**src/rtl/dds_pkg.sv**
```systemverilog
// Shared definitions for the DDS waveform source: wave-select codes,
// mid-scale sample value and default datapath widths.
package dds_pkg;

    localparam int ACC_W_DEF  = 16;
    localparam int DATA_W_DEF = 10;
    localparam int FTW_W_DEF  = 10;

    localparam logic [1:0] WAVE_SAW  = 2'b00;
    localparam logic [1:0] WAVE_TRI  = 2'b01;
    localparam logic [1:0] WAVE_SQR  = 2'b10;
    localparam logic [1:0] WAVE_SINE = 2'b11;

    localparam logic [9:0] MIDSCALE = 10'h200;

endpackage

```
**src/rtl/dds_wavegen_sine_qrom.sv**
```systemverilog
// Quarter-wave sine magnitude table: 256 entries x 9 bits, combinational.
// Entry i holds round(511 * sin(pi/2 * i/255)), so entry 0 is 0 and
// entry 255 is the full-scale 511. The table is filled at elaboration
// by a constant fixed-point Taylor evaluation, so it synthesises as a ROM.
// Only instantiated when DDS_SINE_EN is defined.
module sine_qrom (
    input  logic [7:0] idx,
    output logic [8:0] mag
);

    // Q30 fixed point sine of (pi/2 * i/255), scaled to 0..511 and rounded.
    function automatic logic [8:0] sine_mag(input int i);
        longint x;
        longint x2;
        longint term;
        longint sum;
        longint r;
        x    = (longint'(i) * 64'sd1686629713) / 64'sd255;
        x2   = (x * x) >>> 30;
        term = x;
        sum  = x;
        for (int k = 1; k <= 6; k++) begin
            term = -(((term * x2) >>> 30) / longint'((2 * k) * (2 * k + 1)));
            sum  = sum + term;
        end
        r = (sum * 64'sd511 + (64'sd1 <<< 29)) >>> 30;
        if (r > 64'sd511) r = 64'sd511;
        if (r < 64'sd0)   r = 64'sd0;
        return r[8:0];
    endfunction

    logic [8:0] rom [256];

    for (genvar g = 0; g < 256; g++) begin : g_rom
        assign rom[g] = sine_mag(g);
    end

    assign mag = rom[idx];

endmodule

```
**src/rtl/dds_wavegen.sv**
```systemverilog
// DDS waveform source: phase accumulator advanced by a tuning word on each
// sample tick, then mapped to saw / triangle / square / sine. Produces a
// held DATA_W sample and a one-cycle load strobe two cycles after tick.
// Optional feature macro: DDS_SINE_EN (sine on wave_sel=11 from a
// quarter-wave ROM; otherwise wave_sel=11 gives constant mid-scale).
// On the board, tick comes from clktick_16, ftw from SW, and
// data_out/load feed pwm and spi2dac.
module dds_wavegen
    import dds_pkg::*;
#(
    parameter int ACC_W  = ACC_W_DEF,
    parameter int DATA_W = DATA_W_DEF,
    parameter int FTW_W  = FTW_W_DEF
) (
    input  logic              CLOCK_50,
    input  logic              RESET,
    input  logic              tick,
    input  logic [FTW_W-1:0]  ftw,
    input  logic [1:0]        wave_sel,
    input  logic              phase_clr,
    output logic [DATA_W-1:0] data_out,
    output logic              load
);

    localparam logic [DATA_W-1:0] MID = DATA_W'(MIDSCALE);

    // Mid-scale offset by a signed-less magnitude; 0x200 +/- 511 never wraps.
    function automatic logic [DATA_W-1:0] sine_fold(input logic neg_half,
                                                    input logic [8:0] m);
        return neg_half ? (MID - DATA_W'(m)) : (MID + DATA_W'(m));
    endfunction

    logic [ACC_W-1:0]  acc_p1;
    logic [1:0]        sel_p1;
    logic              vld_p1;
    logic [DATA_W-1:0] phase_p1;
    logic [DATA_W-1:0] wave_p1;

    // Stage 1: phase accumulate (clear wins over tick), capture shape select.
    always_ff @(posedge CLOCK_50 or posedge RESET) begin
        if (RESET) begin
            acc_p1 <= '0;
            sel_p1 <= WAVE_SAW;
            vld_p1 <= 1'b0;
        end else begin
            if (phase_clr) begin
                acc_p1 <= '0;
            end else if (tick) begin
                acc_p1 <= acc_p1 + ACC_W'(ftw);
            end
            if (tick) begin
                sel_p1 <= wave_sel;
            end
            vld_p1 <= tick;
        end
    end

    assign phase_p1 = acc_p1[ACC_W-1 -: DATA_W];

`ifdef DDS_SINE_EN
    logic [7:0] sine_idx;
    logic [8:0] sine_m;

    // Second quadrant of each half-cycle reads the table backwards.
    assign sine_idx = phase_p1[DATA_W-2] ? ~phase_p1[DATA_W-3 -: 8]
                                         :  phase_p1[DATA_W-3 -: 8];

    sine_qrom u_sine_qrom (
        .idx (sine_idx),
        .mag (sine_m)
    );
`endif

    // Stage 2 shaping: map the top phase bits to the selected waveform.
    always_comb begin
        wave_p1 = MID;
        case (sel_p1)
            WAVE_SAW: wave_p1 = phase_p1;
            WAVE_TRI: wave_p1 = phase_p1[DATA_W-1]
                                ? {~phase_p1[DATA_W-2:0], 1'b0}
                                : { phase_p1[DATA_W-2:0], 1'b0};
            WAVE_SQR: wave_p1 = phase_p1[DATA_W-1] ? '0 : '1;
            WAVE_SINE: begin
`ifdef DDS_SINE_EN
                wave_p1 = sine_fold(phase_p1[DATA_W-1], sine_m);
`else
                wave_p1 = MID;
`endif
            end
            default: wave_p1 = MID;
        endcase
    end

    // Stage 2 register: hold the sample between loads, strobe load once.
    always_ff @(posedge CLOCK_50 or posedge RESET) begin
        if (RESET) begin
            data_out <= MID;
            load     <= 1'b0;
        end else begin
            load <= vld_p1;
            if (vld_p1) begin
                data_out <= wave_p1;
            end
        end
    end

endmodule

```
**config.mk**
```make
export PLATFORM = sky130hd
export DESIGN_NAME = dds_wavegen
export DESIGN_NICKNAME = d
export VERILOG_FILES = /design/src/rtl/dds_pkg.sv /design/src/rtl/dds_wavegen_sine_qrom.sv /design/src/rtl/dds_wavegen.sv
export SDC_FILE = /design/constraint.sdc
export NUM_CORES = 1
export LEC_CHECK = 0
export CORE_ASPECT_RATIO = 0.7
export CORE_MARGIN = 5
export CORE_UTILIZATION = 35
export CTS_CLUSTER_DIAMETER = 120
export CTS_CLUSTER_SIZE = 28
export DETAILED_ROUTE_END_ITERATION = 8
export DONT_BUFFER_PORTS = 1
export PLACE_DENSITY = 0.5
export SYNTH_ARGS = -nofsm -noshare
export SYNTH_HDL_FRONTEND = slang
export SYNTH_SLANG_ARGS = --single-unit
```
**constraint.sdc**
```tcl
create_clock -name CLOCK_50 -period 4.9 [get_ports CLOCK_50]
set_input_delay 0.49 -clock CLOCK_50 [delete_from_list [all_inputs] [get_ports CLOCK_50]]
set_output_delay 0.49 -clock CLOCK_50 [all_outputs]
set_load 0.005 [all_outputs]
```
# After elaboration in Yosys (flattened, before gate mapping)
# Cells that the tools add are included.
[word_totals]
regBits = 30
input_bits = 16
out_inout_bits = 11
word_cells = 17
[classes]
add_sub_neg = 1
n_eq_ne = 3
mux = 5
bitwise_logic = 1
reduce_logical = 2
[ops]
columns = ["op", "n"]
rows = [
  ["$pmux 10 s4", 1],
  ["$mux 16", 2],
  ["$mux 10", 2],
  ["$add 16x10->16", 1],
  ["$not 9->9", 1],
  ["$eq 2x2->1 const B", 2],
  ["$eq 2x1->1 const B", 1],
  ["$logic_not 2->1", 1],
  ["$reduce_bool 2->1", 1],
]

# Longest topological paths before layout
# Gate-level depths: netlist (run 1).
[logic_depth]
word_depth = 3
depth_mapped = 8
depth_no_buf = 8

# Worst setup path before layout (run 1)
# Ideal clock, no wire load.
[synth_timing]
path_kind = "input to register"
startpoint = "input port ftw[0]"
endpoint = "register acc_p1[10]"
setup_time_ns = 0.128
arrival_time_ns = 1.958
t_required_ns = 4.772
slack_ns = 2.814
stages = 8
n_path_buf = 0
path_cell_list = "ha_1 -> inv_1 -> fa_1 -> nor2b_1 -> o31a_1 -> o211ai_2 -> a21oi_1 -> mux2_1"
[synth_via]
elab_chain_len = 3
[synth_rtl]
columns = ["element", "line", "rtl"]
rows = [
  ["start: declaration", "dds_wavegen.sv:18", "input logic [FTW_W-1:0] ftw,"],
  ["$add 16x10->16", "dds_wavegen.sv:49", "acc_p1 <= acc_p1 + ACC_W'(ftw);"],
  ["$mux 16", "dds_wavegen.sv:48", "end else if (tick) begin"],
  ["$mux 16", "dds_wavegen.sv:46", "if (phase_clr) begin"],
  ["end signal: assignment", "dds_wavegen.sv:49", ""],
  ["end: declaration", "dds_wavegen.sv:33", "logic [ACC_W-1:0] acc_p1;"],
]
# Every way passes these cells. The select of a mux whose other input is x is not followed.
# A chain may end at the register's enable or synchronous reset.

# Worst setup path after layout (run 1)
[layout_timing]
startpoint = "register acc_p1[0]"
endpoint = "register acc_p1[14]"
[layout_via]
elab_chain_len = 3
[layout_rtl]
columns = ["element", "line"]
rows = [
  ["$add 16x10->16", "dds_wavegen.sv:49"],
  ["$mux 16", "dds_wavegen.sv:48"],
  ["$mux 16", "dds_wavegen.sv:46"],
]
# Every way passes these cells. The select of a mux whose other input is x is not followed.

==> results.txt, run 1 <==
Largest area contributor in the netlist: dfrtp_1
CP Class: reg2reg
Average size of a mapped cell: 9.074 sq um
DR WL/cell: 15.20 um
Max stage delay cell, worst path: fa_1
Vias/cell: 5.178
Number of port buffers: 0
Layout cells sized above 1: 9.302%
Worst-path clk slew: 0.07 ns
# rows: 22
Number of max-cap violations: 0
Crit-path max FO: 4
Critical path arrival: 2.37 ns
Final worst-path cycle share: 44.83%
Syn Nets: 245
VDD IR max: 0.0001103 V
First-pass iteration count of the detailed router: 4
Data required, critical path: 5.07 ns
Crit path to: acc_p1[14]$_DFFE_PP0P_
Synth warnings: 0
CTS Sinks: 30
Crit path time final: 2.197 ns
FF-to-FF End: acc_p1[14]$_DFFE_PP0P_
Final ANT Viol Nets: 0
Core area: 5368 sq um
Yosys reg bits: 30
Flop2flop setup slack: 2.70 ns
Clk_skew: 0.006831 ns
Final Power: 670.1 uW
Endpoints failing hold: 0
CP Launch Type: flip-flop
Synth area leaders: dfrtp_1, nor2_1, ha_1
Final wirelength: 4362 um
Later-pin clock latency in the skew report: 0.29 ns
DR vias: 1486
Global-route wire length before repair: 7369 um
Worst hold path type: in2async
RePlAce Congestion: 0.7768
Area growth syn-to-layout: 6.894%
Reg2Reg Depth: 8
Bufs on Longest Clock Path: 2
CTS resizes: 0
Initial Utilization: 36.85%
H-tree depth: 2
Slew Viols, Final: 0
# diodes: 0
Unrepaired setup endpoints after global routing: no
Worst Tran Pin Value: 0.6387 ns
Distinct cell type count after synthesis: 44
GRT Residual Overflow: 0
Initial antenna violation count: 0
Final setup violation count: 0
Worst path max stage delay: 0.39 ns
Hold_buf cts: 0
Vias in the first global route: 1486
Setup TNS: 0 ns
Clock root buffer: clkbuf_8
Chip Width: 99.86 um
Fmax: 455.2 MHz
Leak: 0.9121 nW
DPL Wire Length: 3011 um
Die footprint: 7279 sq um
Total track usage: 13.22%
Nets: 241
Register area share after synthesis: 38.01%
Initial DRC Count: 111
Syn Inst Count: 218
Status: finished, final reports clean
Share of the synthesized area in the top cell type: 36.69%
Power Density: 316.9 nW/um^2
Worst r2r src: acc_p1[0]$_DFFE_PP0P_
Post-CTS Setup Inserts: 0
CTS Buf Count: 5
TritonCTS clock tree: built
Cells along the critical path: ha_1 > inv_1 > fa_1 > nor2b_1 > o31a_1 > o211ai_2 > a21oi_1 > mux2_1
Synthesized area: 1978 sq um
Max-Slew Margin vs Limit: 57.42%
DRC viols: 0
CP Launch Point: acc_p1[0]$_DFFE_PP0P_
Critical Path Sink Type: flip-flop
Largest net degree at the start of global routing: 31
DIE HEIGHT: 72.90 um
# IOs: 27
==> how the worst min path moves through the flow <==
stage	depth (start not counted)	startpoint	slack (ns)	endpoint
floorplan	0	vld_p1$_DFF_PP0_	0.35	load$_DFF_PP0_
global placement	2	RESET	0.50	acc_p1[6]$_DFFE_PP0P_
detailed placement	2	RESET	0.50	acc_p1[8]$_DFFE_PP0P_
CTS	2	RESET	0.19	acc_p1[8]$_DFFE_PP0P_
global route	0	tick	0.22	vld_p1$_DFF_PP0_
finish	2	RESET	0.17	acc_p1[8]$_DFFE_PP0P_
==> metrics by stage <==
step                      util, %  instances  setup slack, ns  instance area, sq um  hold WS [ns]
final                       39.39        287            2.703                  2115        0.1718
after floorplan                 -        218            2.814                  1978        0.3520
after global placement      37.69        279            2.536                  2023        0.5010
after detailed placement    37.69        279            2.565                  2023        0.5046
after global routing        39.39        287            2.565                  2115        0.2165
after CTS                   39.39        287            2.692                  2115        0.1858
==> layout make-up <==
type	count	area (sq um)
Clock inverter	1	5.005
Fill cell	569	3253
Timing Repair Buffer	1	7.507
Inverter	7	26.28
Sequential cell	30	752.0
Multi-Input combinational cell	169	1147
Clock buffer	7	86.33
Tap cell	72	90.09
==> synth_stat cells <==
cell type	number
nor2_1	48
dfrtp_1	29
a21oi_1	20
a211oi_1	12
ha_1	10
xnor2_1	10
clkbuf_1	7
inv_1	7
mux2i_1	7
nand2_1	7
nor2b_1	7
mux2_1	6
mux2_2	4
o21ai_0	4
a21o_1	3
nand3_1	3
buf_2	2
nand3b_1	2
nand4_1	2
o211ai_2	2
o21a_1	2
or3b_2	2
a211oi_4	1
a22oi_1	1
a311o_1	1
a31oi_1	1
and3_1	1
and3b_1	1
and4_1	1
and4_2	1
buf_1	1
buf_4	1
clkbuf_2	1
dfstp_2	1
fa_1	1
nand2b_1	1
nor3b_1	1
nor3b_2	1
o2111ai_1	1
o211ai_1	1
o21ai_1	1
o311ai_1	1
o31a_1	1
or3_1	1
==> kinds of logic (layout without fill, tap and decap cells) <==
| kind of cell | count (synthesis) | count (layout) | share of synthesized area (%) |
|---|---|---|---|
| mux | 17 | 17 | 9.234 |
| xor+xnor | 10 | 10 | 4.427 |
| fa+ha+maj | 11 | 11 | 7.337 |
| buf+inv | 19 | 16 | 3.985 |
| flops | 30 | 30 | 38.01 |
| compound gates | 52 | 52 | 17.96 |
| simple gates | 79 | 79 | 19.04 |
==> registers in the layout (all words and copies together) (netlist names) <==
register / flops
vld_p1: 1
load: 1
sel_p1: 2
data_out: 10
acc_p1: 16
==> per-layer routing <==
layer | vias up | GRT usage, % | wire [um]
met4 | 0 | 6.667 | 53
met3 | 5 | 4.394 | 286
met2 | 34 | 18.26 | 1772
li1 | 758 | - | -
met5 | - | 0 | 0
met1 | 689 | 18.30 | 2249
==> power breakdown <==
part	internal [mW]	total (mW)	switching [mW]
Sequential	0.275	0.306	0.0312
Clock	0.113	0.213	0.100
Combinational	0.0692	0.150	0.0812
Total	0.458	0.670	0.213
==> worst max-delay path, delay by kind of cell (launching register included) <==
kind	cells	cell delay (ns)
flops	1	0.35
simple gates	1	0.17
buf+inv	1	0.06
mux	1	0.35
compound gates	3	0.58
fa+ha+maj	2	0.57
==> layout by cell type (no fill, tap or decap), types with 2 or more instances in the layout <==
cell type,netlist,routed
nor2_1,48,48
dfrtp_1,29,29
a21oi_1,20,20
a211oi_1,12,12
xnor2_1,10,10
ha_1,10,10
nand2_1,7,7
inv_1,7,7
nor2b_1,7,7
mux2i_1,7,7
mux2_1,6,6
clkbuf_8,0,6
o21ai_0,4,4
mux2_2,4,4
nand3_1,3,3
a21o_1,3,3
o21a_1,2,2
o211ai_2,2,2
nand4_1,2,2
nand3b_1,2,2
or3b_2,2,2
No activity file was read; power rests on OpenSTA's default activity.
==> run 2: changes to the inputs <==
- PLACE_DENSITY: 0.5 -> 0.52
- clock period: 4.9 -> 1.8 ns (I/O delays scaled with it)
==> results.txt, run 2 (synthesis gave the netlist of run 1 again) <==
Status: finished, violations left
Failing checks: negative setup slack
Post-route worst setup slack: -0.1814 ns (-2.885 ns)
Final ANT Viol Nets: 0 (unchanged)
RePlAce Congestion: 0.7669 (-1.3%)
Worst-path clk slew: 0.07 ns (about the same)
Die footprint: 7279 sq um (unchanged)
DRC viols: 0 (unchanged)
Crit-path max FO: 3 (-1)
Reg power frac: 40.7% (-5.0 points)
Number of max-cap violations: 0 (unchanged)
Dpl cells: 308 (+10%)
CTS Buf Count: 5 (unchanged)
Power Density: 800.8 nW/um^2 (+150%)
Later-pin clock latency in the skew report: 0.28 ns (about the same)
Post-route insts no fill: 320 (+11%)
Clk_skew: 0.003230 ns (-0.003601 ns)
Cells along the critical path: ha_2 > inv_2 > fa_2 > nor2b_2 > o31a_1 > o211ai_2 > a21oi_1 > mux2_1
FILL cells: 554 (-2.6%)
# IOs: 27 (unchanged)
Final Power: 2.011 mW (+200%)
Vias/cell: 5.100 (-1.5%)
GRT Residual Overflow: 0 (unchanged)
Reg area: 752.0 sq um (unchanged)
Area growth syn-to-layout: 26.95%
Commonest non-fill, non-tap cell in the layout: nor2_1
Crit path time final: 1.981 ns (-0.2154 ns)
Clock share of power: 28.5% (-3.4 points)
Max stage delay cell, worst path: dfrtp_1
DR WL/cell: 15.31 um (+0.71%)
Largest regs: acc_p1: 16 flops, data_out: 10 flops, sel_p1: 2 flops
Worst Path Buf+Inv: 1 (unchanged)
H-tree depth: 2 (unchanged)
Chip Width: 99.86 um (unchanged)
Fmax: 504.7 MHz (+11%)
Worst path max stage delay: 0.35 ns (-0.04 ns)
Slew Viols, Final: 0 (unchanged)
Global-route wire length before repair: 7983 um (+8.3%)
Final setup violation count: 9 (+9)
TritonCTS clock tree: built
DR vias: 1632 (+9.8%)
Top Family by Delay on Critical Path: adder cells
Max-Slew Margin vs Limit: 61.35% (+3.9 points)
# diodes: 0 (unchanged)
CP Launch Type: flip-flop
Initial antenna violation count: 0 (unchanged)
Vias in the first global route: 1588 (+6.9%)
Internal: 1.374 mW (+200%)
Largest Register: acc_p1
Max FFs per register: 16 (unchanged)
Fin util: 46.78% (+7.4 points)
Worst Tran Pin Value: 0.5791 ns (-0.05963 ns)
Bufs on Longest Clock Path: 2 (unchanged)
Data required, critical path: 1.96 ns (-3.11 ns)
Critical Path Sink Type: flip-flop
First-pass iteration count of the detailed router: 4 (unchanged)
Critical path arrival: 2.15 ns (-0.22 ns)
CTS Sinks: 30 (unchanged)
Switching power: 637.0 uW (+200%)
Multi-input logic area: 1269 sq um (+11%)
Total track usage: 14.06% (+0.84 points)
Endpoints failing hold: 0 (unchanged)
Leak: 1.078 nW (+18%)
Initial Utilization: 36.85% (unchanged)
Layout cells sized above 1: 27.42% (+18 points)
DIE HEIGHT: 72.90 um (unchanged)
DPL Wire Length: 3493 um (+16%)
Final wirelength: 4898 um (+12%)
Final worst-path cycle share: 110.1% (+65 points)
Initial DRC Count: 49 (-56%)
Hold_ws: 0.04843 ns (-0.1233 ns)
VDD IR max: 0.0002268 V (+110%)
Number of port buffers: 0 (unchanged)
Worst hold path type: in2reg
Largest net degree at the start of global routing: 26 (-16%)
CP Class: reg2reg
Net Sw Frac: 31.68% (-0.044 points)
Core area: 5368 sq um (unchanged)
# rows: 22 (unchanged)
Logic gate share of total power: 30.8% (+8.4 points)
Setup TNS: -0.9764 ns (-0.9764 ns)
Most frequent cells in the layout: nor2_1, dfrtp_1, buf_4, a21oi_1, xnor2_1
Clock root buffer: clkbuf_8
Unrepaired setup endpoints after global routing: yes
Nets: 274 (+14%)
## run 2: cell types whose count changed in the layout (fill, tap and decap cells not counted), moves of 2 or more
cell	previous run	this run
mux2_1	6	4
mux2_4	0	2
ha_4	0	5
dlygate4sd3_1	0	3
buf_4	1	28
ha_1	10	4
buf_6	0	2
a211oi_1	12	9
a211oi_2	0	3
## run 2: layer usage
| metal | share of wire [%] | global-route usage (%) |
|---|---|---|
| met3 | 4.8 | 3.629 |
| met1 | 52 | 20.38 |
| met5 | 0 | 0 |
| met2 | 43 | 20.55 |
| met4 | 0.39 | 4.091 |
## run 2: area by class of cell
| class | instances | area share, % |
|---|---|---|
| Clock buffer | 7 | 3.438 |
| Clock inverter | 1 | 0.1993 |
| Inverter | 7 | 1.046 |
| Multi-Input combinational cell | 169 | 50.52 |
| Sequential cell | 30 | 29.95 |
| Tap cell | 72 | 3.587 |
| Timing Repair Buffer | 34 | 11.26 |
## run 2: worst paths after layout
| kind | start | endpoint | slack, ns | cells after the start |
|---|---|---|---|---|
| worst max-delay path | acc_p1[0]$_DFFE_PP0P_ | acc_p1[14]$_DFFE_PP0P_ | -0.18 | 8 |
| worst min-delay path | wave_sel[0] | sel_p1[0]$_DFFE_PP0P_ | 0.05 | 1 |
| worst max register to register | acc_p1[0]$_DFFE_PP0P_ | acc_p1[14]$_DFFE_PP0P_ | -0.18 | 8 |
| worst min register to register | acc_p1[3]$_DFFE_PP0P_ | acc_p1[3]$_DFFE_PP0P_ | 0.54 | 2 |
| max in group asynchronous | RESET | acc_p1[14]$_DFFE_PP0P_ | 0.89 | 3 |
| min in group asynchronous | RESET | acc_p1[1]$_DFFE_PP0P_ | 0.40 | 2 |
## run 2: worst register-to-register path, stage by stage, from the launching register on
cell and delay (ns):
dfrtp_1 0.35, ha_2 0.18, inv_2 0.04, fa_2 0.34, nor2b_2 0.15, o31a_1 0.19, o211ai_2 0.11, a21oi_1 0.18
mux2_1 0.33
## run 2: what timing repair did
item	CTS	global route
pin swaps	6	10
endpoints found under the hold margin	18	0
hold buffers	3	0
setup buffers	1	0
endpoints found under the setup margin	10	12
gates resized for setup	7	13
## run 2: power by group through the flow
stage                     Clock [mW]  Combinational, mW  Sequential (mW)
final                          0.574              0.618            0.819
after global routing           0.626              0.690            0.831
after global placement             0              0.555            0.829
after floorplan                    0              0.387            0.809
after CTS                      0.595              0.585            0.818
after detailed placement           0              0.556            0.830
## run 2: stage by stage
step	worst slack (ns)	area [sq um]
floorplan	-0.1043	2006
global placement	-0.1375	2281
detailed placement	-0.1544	2281
CTS	-0.1378	2441
global route	-0.2716	2511
finish	-0.1814	2511
